==> config.mk <==
export PLATFORM = sky130hd
export DESIGN_NAME = mem_arbiter
export DESIGN_NICKNAME = d
export VERILOG_FILES = /design/src/rtl/mem_arbiter.sv
export SDC_FILE = /design/constraint.sdc
export NUM_CORES = 1
export LEC_CHECK = 0
export ABC_AREA = 1
export CORE_MARGIN = 3
export CORE_UTILIZATION = 38
export CTS_BUF_LIST = sky130_fd_sc_hd__clkbuf_8 sky130_fd_sc_hd__clkbuf_16
export CTS_CLUSTER_DIAMETER = 30
export DETAILED_ROUTE_END_ITERATION = 10
export PLACE_DENSITY_LB_ADDON = 0.25
export SYNTH_ARGS = -nofsm -noshare
export SYNTH_HDL_FRONTEND = slang
export SYNTH_SLANG_ARGS = --single-unit
==> constraint.sdc <==
create_clock -name clk_i -period 4.9 [get_ports clk_i]
set_clock_uncertainty 0.2 [all_clocks]
set_input_delay 0.49 -clock clk_i [delete_from_list [all_inputs] [get_ports clk_i]]
set_output_delay 0.49 -clock clk_i [all_outputs]
set_load 0.02 [all_outputs]
==> src/rtl/mem_arbiter.sv <==
`timescale 1ns/1ps
// mem_arbiter: shares the single unified memory between the CPU datapath port
// and the loader/debug port. The CPU has fixed priority, but a loader that has
// lost MAX_WAIT consecutive arbitrations is forced through. Only one
// transaction is in flight at a time: IDLE -> ISSUE -> (WAIT)* -> DONE -> IDLE.
module mem_arbiter #(
  parameter int AW       = 32,
  parameter int DW       = 32,
  parameter int MEM_LAT  = 1,  // 1..4: read data valid MEM_LAT cycles after mem_en
  parameter int MAX_WAIT = 8
) (
  input  logic          clk_i,
  input  logic          reset_i,
  // CPU datapath port
  input  logic          cpu_req_i,
  input  logic          cpu_we_i,
  input  logic [AW-1:0] cpu_addr_i,
  input  logic [DW-1:0] cpu_wdata_i,
  output logic [DW-1:0] cpu_rdata_o,
  output logic          cpu_ack_o,
  // loader/debug port
  input  logic          ldr_req_i,
  input  logic          ldr_we_i,
  input  logic [AW-1:0] ldr_addr_i,
  input  logic [DW-1:0] ldr_wdata_i,
  output logic [DW-1:0] ldr_rdata_o,
  output logic          ldr_ack_o,
  // memory side
  output logic          mem_en_o,
  output logic          mem_we_o,
  output logic [AW-1:0] mem_addr_o,
  output logic [DW-1:0] mem_wdata_o,
  input  logic [DW-1:0] mem_rdata_i,
  output logic          busy_o
);

  localparam int WCW = $clog2(MAX_WAIT + 1);
  localparam int LCW = 3;  // enough to count up to MEM_LAT-1 for MEM_LAT <= 4

  typedef enum logic [1:0] {IDLE, ISSUE, WAIT, DONE} state_e;

  state_e         state_q, state_d;
  logic [WCW-1:0] wait_cnt_q, wait_cnt_d;
  logic [LCW-1:0] lat_cnt_q, lat_cnt_d;
  logic           owner_ldr_q, owner_ldr_d;
  logic           we_q, we_d;
  logic [AW-1:0]  addr_q, addr_d;
  logic [DW-1:0]  wdata_q, wdata_d;
  logic [DW-1:0]  cpu_rdata_q, cpu_rdata_d;
  logic [DW-1:0]  ldr_rdata_q, ldr_rdata_d;
  logic           grant;
  logic           grant_ldr;
  logic           capture;

  // Next-state logic: arbitration, transaction sequencing and read capture.
  always_comb begin
    // NOTE: every signal written here gets a default first so no path leaves
    // it unassigned; otherwise synthesis infers a latch.
    state_d     = state_q;
    wait_cnt_d  = wait_cnt_q;
    lat_cnt_d   = lat_cnt_q;
    owner_ldr_d = owner_ldr_q;
    we_d        = we_q;
    addr_d      = addr_q;
    wdata_d     = wdata_q;
    cpu_rdata_d = cpu_rdata_q;
    ldr_rdata_d = ldr_rdata_q;
    grant       = 1'b0;
    grant_ldr   = 1'b0;
    capture     = 1'b0;

    unique case (state_q)
      IDLE: begin
        if (cpu_req_i || ldr_req_i) begin
          grant     = 1'b1;
          // CPU wins ties unless the loader has been starved MAX_WAIT times.
          grant_ldr = ldr_req_i && (!cpu_req_i || wait_cnt_q == WCW'(MAX_WAIT));
          owner_ldr_d = grant_ldr;
          we_d        = grant_ldr ? ldr_we_i    : cpu_we_i;
          addr_d      = grant_ldr ? ldr_addr_i  : cpu_addr_i;
          wdata_d     = grant_ldr ? ldr_wdata_i : cpu_wdata_i;
          state_d     = ISSUE;
        end
      end
      ISSUE: begin
        if (we_q) begin
          state_d = DONE;
        end else begin
          lat_cnt_d = '0;
          state_d   = WAIT;
        end
      end
      WAIT: begin
        // A read spends MEM_LAT cycles here; the last one is the cycle in
        // which the memory presents the data, so it is captured at its end
        // and is already on the owner's rdata output when the ack pulses.
        if (lat_cnt_q == LCW'(MEM_LAT - 1)) begin
          capture = 1'b1;
          state_d = DONE;
        end else begin
          lat_cnt_d = lat_cnt_q + LCW'(1);
        end
      end
      DONE: begin
        state_d = IDLE;
      end
      default: begin
        state_d = IDLE;
      end
    endcase

    if (capture) begin
      if (owner_ldr_q) ldr_rdata_d = mem_rdata_i;
      else             cpu_rdata_d = mem_rdata_i;
    end

    // Starvation counter: only meaningful while the loader keeps asking.
    if (!ldr_req_i || (grant && grant_ldr)) begin
      wait_cnt_d = '0;
    end else if (grant && wait_cnt_q != WCW'(MAX_WAIT)) begin
      wait_cnt_d = wait_cnt_q + WCW'(1);
    end
  end

  // State and datapath registers.
  always_ff @(posedge clk_i or posedge reset_i) begin
    // NOTE: the latched request and read-data registers are reset too, because
    // the memory-side and rdata outputs must read zero while reset is held.
    if (reset_i) begin
      state_q     <= IDLE;
      wait_cnt_q  <= '0;
      lat_cnt_q   <= '0;
      owner_ldr_q <= 1'b0;
      we_q        <= 1'b0;
      addr_q      <= '0;
      wdata_q     <= '0;
      cpu_rdata_q <= '0;
      ldr_rdata_q <= '0;
    end else begin
      // NOTE: non-blocking assignments so every register updates from the
      // values present before the edge, independent of statement order.
      state_q     <= state_d;
      wait_cnt_q  <= wait_cnt_d;
      lat_cnt_q   <= lat_cnt_d;
      owner_ldr_q <= owner_ldr_d;
      we_q        <= we_d;
      addr_q      <= addr_d;
      wdata_q     <= wdata_d;
      cpu_rdata_q <= cpu_rdata_d;
      ldr_rdata_q <= ldr_rdata_d;
    end
  end

  // Outputs decode from state and latched registers only, never from *_req.
  assign mem_en_o    = (state_q == ISSUE);
  assign mem_we_o    = mem_en_o && we_q;
  assign mem_addr_o  = addr_q;
  assign mem_wdata_o = wdata_q;
  assign cpu_ack_o   = (state_q == DONE) && !owner_ldr_q;
  assign ldr_ack_o   = (state_q == DONE) &&  owner_ldr_q;
  assign cpu_rdata_o = cpu_rdata_q;
  assign ldr_rdata_o = ldr_rdata_q;
  assign busy_o      = (state_q != IDLE);

endmodule

**Yosys cells after proc, flatten, opt, wreduce, memory -nomap -nowiden**

Cells that the tools add are included.

- Bits in registers: 139
- Word-level logic and storage cells: 61
- Output and inout port bits: 133
- Input port bits: 166

- Multiplexer cells: 18
- Reduce and logical (&&, ||, !) cells: 22
- Bitwise logic cells: 1
- Equality and inequality tests: 9
- Add/subtract/negate cells: 2

Operators by type and width:

| kind | number |
|---|---|
| 2-to-1 mux 32 bit | 2 |
| 2-to-1 mux 1 bit | 8 |
| 2-to-1 mux 4 bit | 2 |
| != test 2 bit (second input constant) | 4 |
| one-hot mux 2 bit (4 select lines) | 1 |
| AND reduction 2 bit | 4 |
| logical AND 1 bit | 6 |
| 2-to-1 mux 3 bit | 2 |
| one-hot mux 3 bit (2 select lines) | 1 |
| nonzero test 2 bit | 3 |
| adder 4 x 1 -> 4 bit (second input constant) | 1 |
| == test 2 bit (second input constant) | 2 |
| == test 4 bit (second input constant) | 1 |
| 2-to-1 mux 2 bit | 2 |
| != test 4 bit (second input constant) | 1 |
| adder 3 x 1 -> 3 bit (second input constant) | 1 |
| logical NOT 1 bit | 3 |
| logical NOT 3 bit | 1 |
| logical OR 1 bit | 3 |
| AND reduction 3 bit | 1 |
| == test 2 x 1 -> 1 bit (second input constant) | 1 |
| logical NOT 2 bit | 1 |
| inverter 1 bit | 1 |

**Depth between registers and ports, before layout**

Gate-level depths: netlist of run 1.

- Depth in word-level cells: 8
- Gate-level depth with buffers: 10
- Mapped depth without buffers: 9

**Worst setup path before layout of run 1**

Ideal clock, no wire load.

- Path kind: register to output
- Start: reg state_q[1]
- End: out mem_we_o
- Cell stages (with the launch flop): 5
- Setup slack: 3.143 ns
- Data required time: 4.210 ns
- Arrival time: 1.067 ns
- Path through: dfrtp_1 -> inv_1 -> ha_1 -> nand2_1 -> inv_1

- Longest elaborated chain between the ends: 2

Ends and longest elaborated chain:

| what | RTL line | RTL |
|---|---|---|
| from (decl) | 42 | `state_e state_q, state_d;` |
| from (signal assigned) | 142 | `state_q <= state_d;` |
| == test 2 x 1 -> 1 bit | 155 | `assign mem_en_o = (state_q == ISSUE);` |
| net mem_en_o | 29 | `output logic mem_en_o,` |
| logical AND 1 bit | 156 | `assign mem_we_o = mem_en_o && we_q;` |
| to (decl) | 30 | `output logic mem_we_o,` |

The timed path passes the listed nets, and every way through them passes these cells.

**Final worst setup path of run 1**

- Start: reg state_q[0]
- End: out busy_o

- Longest elaborated chain between the ends: 1

Ends and longest elaborated chain:

| what | RTL line | RTL |
|---|---|---|
| nonzero test 2 bit | 163 | `assign busy_o = (state_q != IDLE);` |
| to (decl) | 34 | `output logic busy_o` |

No other way between the ends.

==> key figures, run 1 <==
Run status
  • Status: finished clean

Global route
  • Vias in the first global route: around 6500
  • First-pass GRT wire length: 34270 um
  • Antenna violations before repair: 2
  • Largest net degree at the start of global routing: 75
  • GR Overflow Total: 0
  • Total GRT Usage: 0.2182

STA
  • Slew margin rel.: 0.2293
  • Final min period: 2668 ps
  • Tightest Pin Transition: 1152 ps
  • Fmax: 0.3748 GHz
  • Hold Violations, Final: 0
  • Setup TNS: 0 ps
  • Setup-failing EPs final: 0
  • RSZ-0062 raised after global routing: false
  • Max Slew Vio Count: 0
  • Fin crit share: 0.5445

Hold path
  • Hold-critical path depth: 2
  • Min-delay worst type: flip-flop to flip-flop
  • Worst Hold Launch: mem_wdata_o[21]$_DFFE_PP0P_
  • Hold path endpoint: mem_wdata_o[21]$_DFFE_PP0P_

Placed design
  • DPL Wire Length: 14530 um
  • Gpl congestion: 0.8411
  • # port buffers: 298

Yosys
  • Most area-consuming cells after synthesis: dfrtp_1, nand2_1, nand3_1
  • Number of synthesized flops with an enable pin: 0
  • Asr flop ratio synth: 1.000
  • Post-synthesis register bit count: approximately 140
  • Mean Syn Cell Area: 7.940 um2
  • Synth top area share: 0.5106
  • Mapped Nets: around 1000
  • Most frequent cell after synthesis: nand2_1
  • YS warnings: 0
  • Distinct cells, synth: 26
  • Synth Flop Type: dfrtp_1
  • Post-synthesis sequential area ratio: 0.5106
  • Commonest cells post-synth: nand2_1, dfrtp_1, nand3_1
  • Area leader, netlist: dfrtp_1
  • Synthesized area: around 6800 um2
  • Gate count of the mapped netlist: 858

Routing
  • Drt drc: 0
  • Avg WL per Cell: 15.57 um
  • TritonRoute pass-1 iters: 5
  • Routed Antenna Nets: 0
  • DR iter-0 viols: about 300
  • Routed wire length: 21290 um
  • Vias: roughly 6500
  • Number of vias per cell: 4.754

Clock tree
  • Worst-Skew Late Latency: 410 ps
  • TritonCTS clock tree: yes
  • TritonCTS Buffers: 17
  • Post-CTS Hold Fix Bufs: 0
  • Clk slew on worst S/H paths: 60 ps
  • Post-CTS setup buffer count: 0
  • Post_cts resized: 0
  • CTS root buffer: clkbuf_16
  • Clock Path Buffers: 2
  • CTS Sinks: 139
  • H-tree depth: 4

Power
  • Clock network fraction of total power: 0.208
  • Seq pwr share: 0.304
  • LEAKAGE: about 0.005 uW
  • Pwr per Cell Area: ~620 nW/um2
  • Sw Share: 0.4038
  • Tot Pwr: between 6000 and 7000 uW
  • Worst vdd ir: around 310 uV
  • Switching power: 2631 uW
  • Gate power share: 0.489
  • Internal Power: ~3900 uW

Setup path
  • Required @ worst endpoint: 4210 ps
  • Worst path cell trace: inv_1 -> ha_1 -> inv_1 -> clkdlybuf4s50_1
  • R2r startpoint: lat_cnt_q[0]$_DFFE_PP0P_
  • Crit path largest cell delay: 550 ps
  • Flop-to-flop setup slack: 2290 ps
  • CP top delay family: buffers and inverters
  • CP max-delay cell: clkdlybuf4s50_1
  • WS Path Type: flip-flop to primary output
  • Arrival @ worst endpoint: 1980 ps
  • Crit-path max FO: 5
  • Setup crit start kind: flip-flop
  • Reg2reg end: cpu_rdata_o[0]$_DFFE_PP0P_
  • Critical path buffer and inverter count: 3
  • Worst Setup End Kind: primary output
  • R2R depth: 9
  • CP dominant cell by count: inv_1

Run
  • Maxcap violations: 0

Die
  • Initial Util: 0.3912
  • Rows: 48
  • Die area: 19570 um2
  • Boundary Pins: 299
  • Die Y: between 100 and 150 um
  • Core Box Area: 17420 um2
  • Die X: 139.9 um

Finish
  • Filler instances: 1626
  • Area growth syn-to-layout: 53.09%
  • Nets: 1304
  • Multi-input logic area: 2736 um2
  • FF+latch area: 3478 um2
  • Layout cells sized above 1: 0.04816
  • # diodes: 0
## worst min-delay path, cell delays in order, from the launching register on
cell	delay [ps]
dfrtp_1	340
nand2_1	50
nand2_1	50
## power by group through the flow
stage | sequential [uW] | clock, uW | combinational [uW]
global placement | 1980 | 0 | 3180
global route | 2060 | 1440 | 3460
detailed placement | 1990 | 0 | 3210
finish | 1980 | 1350 | 3180
CTS | 1980 | 1380 | 3220
floorplan | 2600 | 0 | 1070
## through the flow
step / util / instance area, um2 / instances / setup slack, ps / hold WS [ps]
3_5_place_dp: 0.5630 / 9806 / 1335 / 2168 / 266.0
5_1_grt: 0.5989 / 10430 / 1367 / 2024 / 293.8
2_1_floorplan: - / 6813 / 858 / 485.5 / 249.4
3_3_place_gp: 0.5630 / 9806 / 1335 / 2149 / 260.9
4_1_cts: 0.5989 / 10430 / 1367 / 2191 / 282.6
6_report: 0.5989 / 10430 / 1367 / 2232 / 277.2
## flip-flops by register name, summed over array words and instances (netlist names)
register     count
mem_wdata_o     32
wait_cnt_q       4
owner_ldr_q      1
cpu_rdata_o     32
we_q             1
mem_addr_o      32
state_q          2
lat_cnt_q        3
ldr_rdata_o     32
## cells in the final DEF (no fill, tap or decap), types with 4 or more instances in the layout
cell type and n:
buf_4 10, clkbuf_16 17, clkdlybuf4s50_1 297, dfrtp_1 139
ha_1 9, inv_1 64, inv_6 5, nand2_1 376
nand3_1 72, nand3b_1 46, nor2_1 4, o21ai_0 60
o21ai_1 12
## layer usage
layer	GRT usage	part of all wire	wire length, um
met5	0	0.0013	27
met4	0.06017	0.011	242
met3	0.08160	0.095	2019
met2	0.3527	0.47	10030
met1	0.2767	0.42	8974
## worst max-delay path by stage
| stage | startpoint | depth (start not counted) | slack [ps] | end |
|---|---|---|---|---|
| 6_report | state_q[0]$_DFFE_PP0P_ | 4 | 2230 | busy_o |
| 5_1_grt | lat_cnt_q[0]$_DFFE_PP0P_ | 9 | 2020 | cpu_rdata_o[0]$_DFFE_PP0P_ |
| 4_1_cts | state_q[1]$_DFFE_PP0P_ | 5 | 2190 | mem_we_o |
| 3_5_place_dp | cpu_req_i | 8 | 2170 | mem_addr_o[12]$_DFFE_PP0P_ |
| 3_3_place_gp | ldr_req_i | 7 | 2150 | mem_wdata_o[22]$_DFFE_PP0P_ |
| 2_1_floorplan | reset_i | 1 | 490 | cpu_rdata_o[0]$_DFFE_PP0P_ |
## layout make-up
class	instances	area share
Clock buffer	18	0.04211
Clock inverter	14	0.01775
Inverter	67	0.02459
Multi-Input combinational cell	596	0.2624
Sequential cell	139	0.3335
Tap cell	225	0.02699
Timing Repair Buffer	308	0.2927
## logic make-up (layout without fill, tap and decap cells)
logic type,Yosys count,after routing,share of synthesized area
AO/OA/AOI/OAI,78,78,0.06098
XOR/XNOR,2,2,0.002572
adder cells (fa/ha/maj),9,9,0.01653
buffers and inverters,123,407,0.08779
flip-flops,139,139,0.5106
AND/OR/NAND/NOR,507,507,0.3216
No activity file was read; power rests on OpenSTA's default activity.
==> inputs of run 2 (changes only) <==
clock period = 2.5 ns   (was 4.9 ns; I/O delays follow)
==> run 2 against run 1 <==
- utilization increased by 0.56 points
- final cell count increased by 0.59%
- combinational power increased by 96%
==> key figures, run 2 (same netlist as run 1, synthesis figures left out) <==
Setup path
  • Required @ worst endpoint: 2050 ps (was 4210 ps)
  • Worst path cell trace: inv_1 -> ha_1 -> inv_1 -> clkdlybuf4s50_1 (unchanged)
  • Crit-path max FO: 5 (unchanged)
  • CP max-delay cell: clkdlybuf4s50_1 (unchanged)
  • CP top delay family: buffers and inverters (unchanged)
  • Setup crit start kind: flip-flop (unchanged)
  • Worst Setup End Kind: primary output (unchanged)
  • Critical path buffer and inverter count: 3 (unchanged)
  • WS Path Type: flip-flop to primary output (unchanged)
  • Flop-to-flop setup slack: 540 ps (was 2290 ps)
  • Arrival @ worst endpoint: 1940 ps (was 1980 ps)
  • CP dominant cell by count: inv_1 (unchanged)
  • Crit path largest cell delay: 560 ps (was 550 ps)

Placed design
  • DPL Wire Length: 14880 um (was 14530 um)
  • # port buffers: 298 (unchanged)
  • Gpl congestion: 0.8069 (was 0.8411)
  • Total placed cells including tap cells: 1342 (was 1335)
  • Dpl ws: 465.8 ps (was 2168 ps)

Routing
  • Vias: 6516 (was 6499)
  • Routed Antenna Nets: 0 (unchanged)
  • Drt drc: 0 (unchanged)
  • Avg WL per Cell: 15.22 um (was 15.57 um)
  • TritonRoute pass-1 iters: 5 (unchanged)
  • Detail Route met3 WL: 1865 um (was 2019 um)
  • WL met2: 9952 um (was 10030 um)
  • DR iter-0 viols: 292 (was 295)
  • Routed wire length: 20930 um (was 21290 um)
  • Number of vias per cell: 4.739 (was 4.754)
  • Met1 Wirelength: 8783 um (was 8974 um)
  • Top routing layer in use: met4 (was met5)

Clock tree
  • Clock Path Buffers: 2 (unchanged)
  • CTS root buffer: clkbuf_16 (unchanged)
  • TritonCTS clock tree: yes (unchanged)
  • H-tree depth: 4 (unchanged)
  • Clk slew on worst S/H paths: 60 ps (about the same)
  • TritonCTS Buffers: 17 (unchanged)
  • CTS Sinks: 139 (unchanged)
  • Worst-Skew Late Latency: 410 ps (about the same)

Finish
  • Area growth syn-to-layout: 54.53% (was 53.09%)
  • # diodes: 0 (unchanged)
  • Fin cells: 1375 (was 1367)
  • Layout cells sized above 1: 0.05391 (was 0.04816)
  • Finished Core Util: 0.6045 (was 0.5989)
  • Nets: 1312 (was 1304)
  • Most common cell after layout, fill and taps aside: nand2_1 (unchanged)
  • Commonest non-fill, non-tap cells in the layout: nand2_1, clkdlybuf4s50_1, dfrtp_1, nand3_1, inv_1 (unchanged)

Power
  • LEAKAGE: 0.005145 uW (was 0.005087 uW)
  • Tot Pwr: 12820 uW (was 6516 uW)
  • Pwr per Cell Area: 1218 nW/um2 (was 624.7 nW/um2)
  • Worst vdd ir: 668.9 uV (was 313.0 uV)

STA
  • RSZ-0062 raised after global routing: false (unchanged)
  • Setup-failing EPs final: 0 (unchanged)
  • Tightest Pin Transition: 624.5 ps (was 1152 ps)
  • Setup TNS: 0 ps (unchanged)
  • Final min period: 2389 ps
  • Hold Violations, Final: 0 (unchanged)
  • Max Slew Vio Count: 0 (unchanged)
  • Fmax: 0.4185 GHz
  • Worst Slack Setup Final: 110.7 ps (was 2232 ps)
  • Slew margin rel.: 0.5836 (was 0.2293)
  • Fin crit share: 0.9557

Die
  • Die area: 19570 um2 (unchanged)
  • Initial Util: 0.3912 (unchanged)
  • Core Box Area: 17420 um2 (unchanged)
  • Die X: 139.9 um (unchanged)
  • Die Y: 139.9 um (unchanged)
  • Boundary Pins: 299 (unchanged)
  • Rows: 48 (unchanged)

Global route
  • GR Overflow Total: 0 (unchanged)
  • Antenna violations before repair: 0 (was 2)
  • Vias in the first global route: 6321 (was 6484)
  • First-pass GRT wire length: 33170 um (was 34270 um)
  • Total GRT Usage: 0.2102 (was 0.2182)
  • Largest net degree at the start of global routing: 90 (was 75)

Run status
  • Status: finished clean (unchanged)

Run
  • Maxcap violations: 0 (unchanged)

Hold path
  • Min-delay worst type: input port to flip-flop (was flip-flop to flip-flop)
run 2: tightest hold or removal path, stage by stage:
cell             delay [ps]
clkdlybuf4s50_1         410
nand2_1                  70
nand2_1                  50
run 2: final timing paths:
kind / start / end / cells after the start
worst min-delay path: mem_rdata_i[2] / ldr_rdata_o[2]$_DFFE_PP0P_ / 3
min in group asynchronous: reset_i / mem_addr_o[5]$_DFFE_PP0P_ / 3
worst max-delay path: state_q[0]$_DFFE_PP0P_ / busy_o / 4
worst max register to register: lat_cnt_q[0]$_DFFE_PP0P_ / cpu_rdata_o[11]$_DFFE_PP0P_ / 8
max in group asynchronous: reset_i / mem_wdata_o[0]$_DFFE_PP0P_ / 4
worst min register to register: mem_wdata_o[20]$_DFFE_PP0P_ / mem_wdata_o[20]$_DFFE_PP0P_ / 2
run 2: final cells by class:
cell class,count,area (um2)
multi-input cells,596,2736
clock inverters,14,181.4
clock buffers,18,439.2
well taps,225,281.5
fillers,1556,6889
flip-flops and latches,139,3478
inverters,67,255.2
repair buffers,316,3156
run 2: layer usage:
metal / vias up / global-route usage
met5: - / 0
met4: 0 / 0.06527
met3: 20 / 0.07067
met2: 244 / 0.3436
met1: 2995 / 0.2652
li1: 3257 / -
run 2: power by group:
part | total (uW) | switching [uW] | internal (uW)
logic | 6240 | 3510 | 2730
registers | 3930 | 611 | 3320
clock network | 2660 | 1040 | 1620
run 2: per-stage QoR:
step	hold slack (ps)	instance area, um2
after floorplan	166.7	6817
after global placement	260.3	9894
after detailed placement	264.1	9894
after CTS	180.9	10530
after global routing	194.1	10530
final	202.9	10530
run 2: timing repair:
action                     4_1_cts  5_1_grt
hold buffers                     1        0
resized for setup                0        1
setup buffers                    0        0
hold endpoints to repair         2        0
setup endpoints to repair        0        1
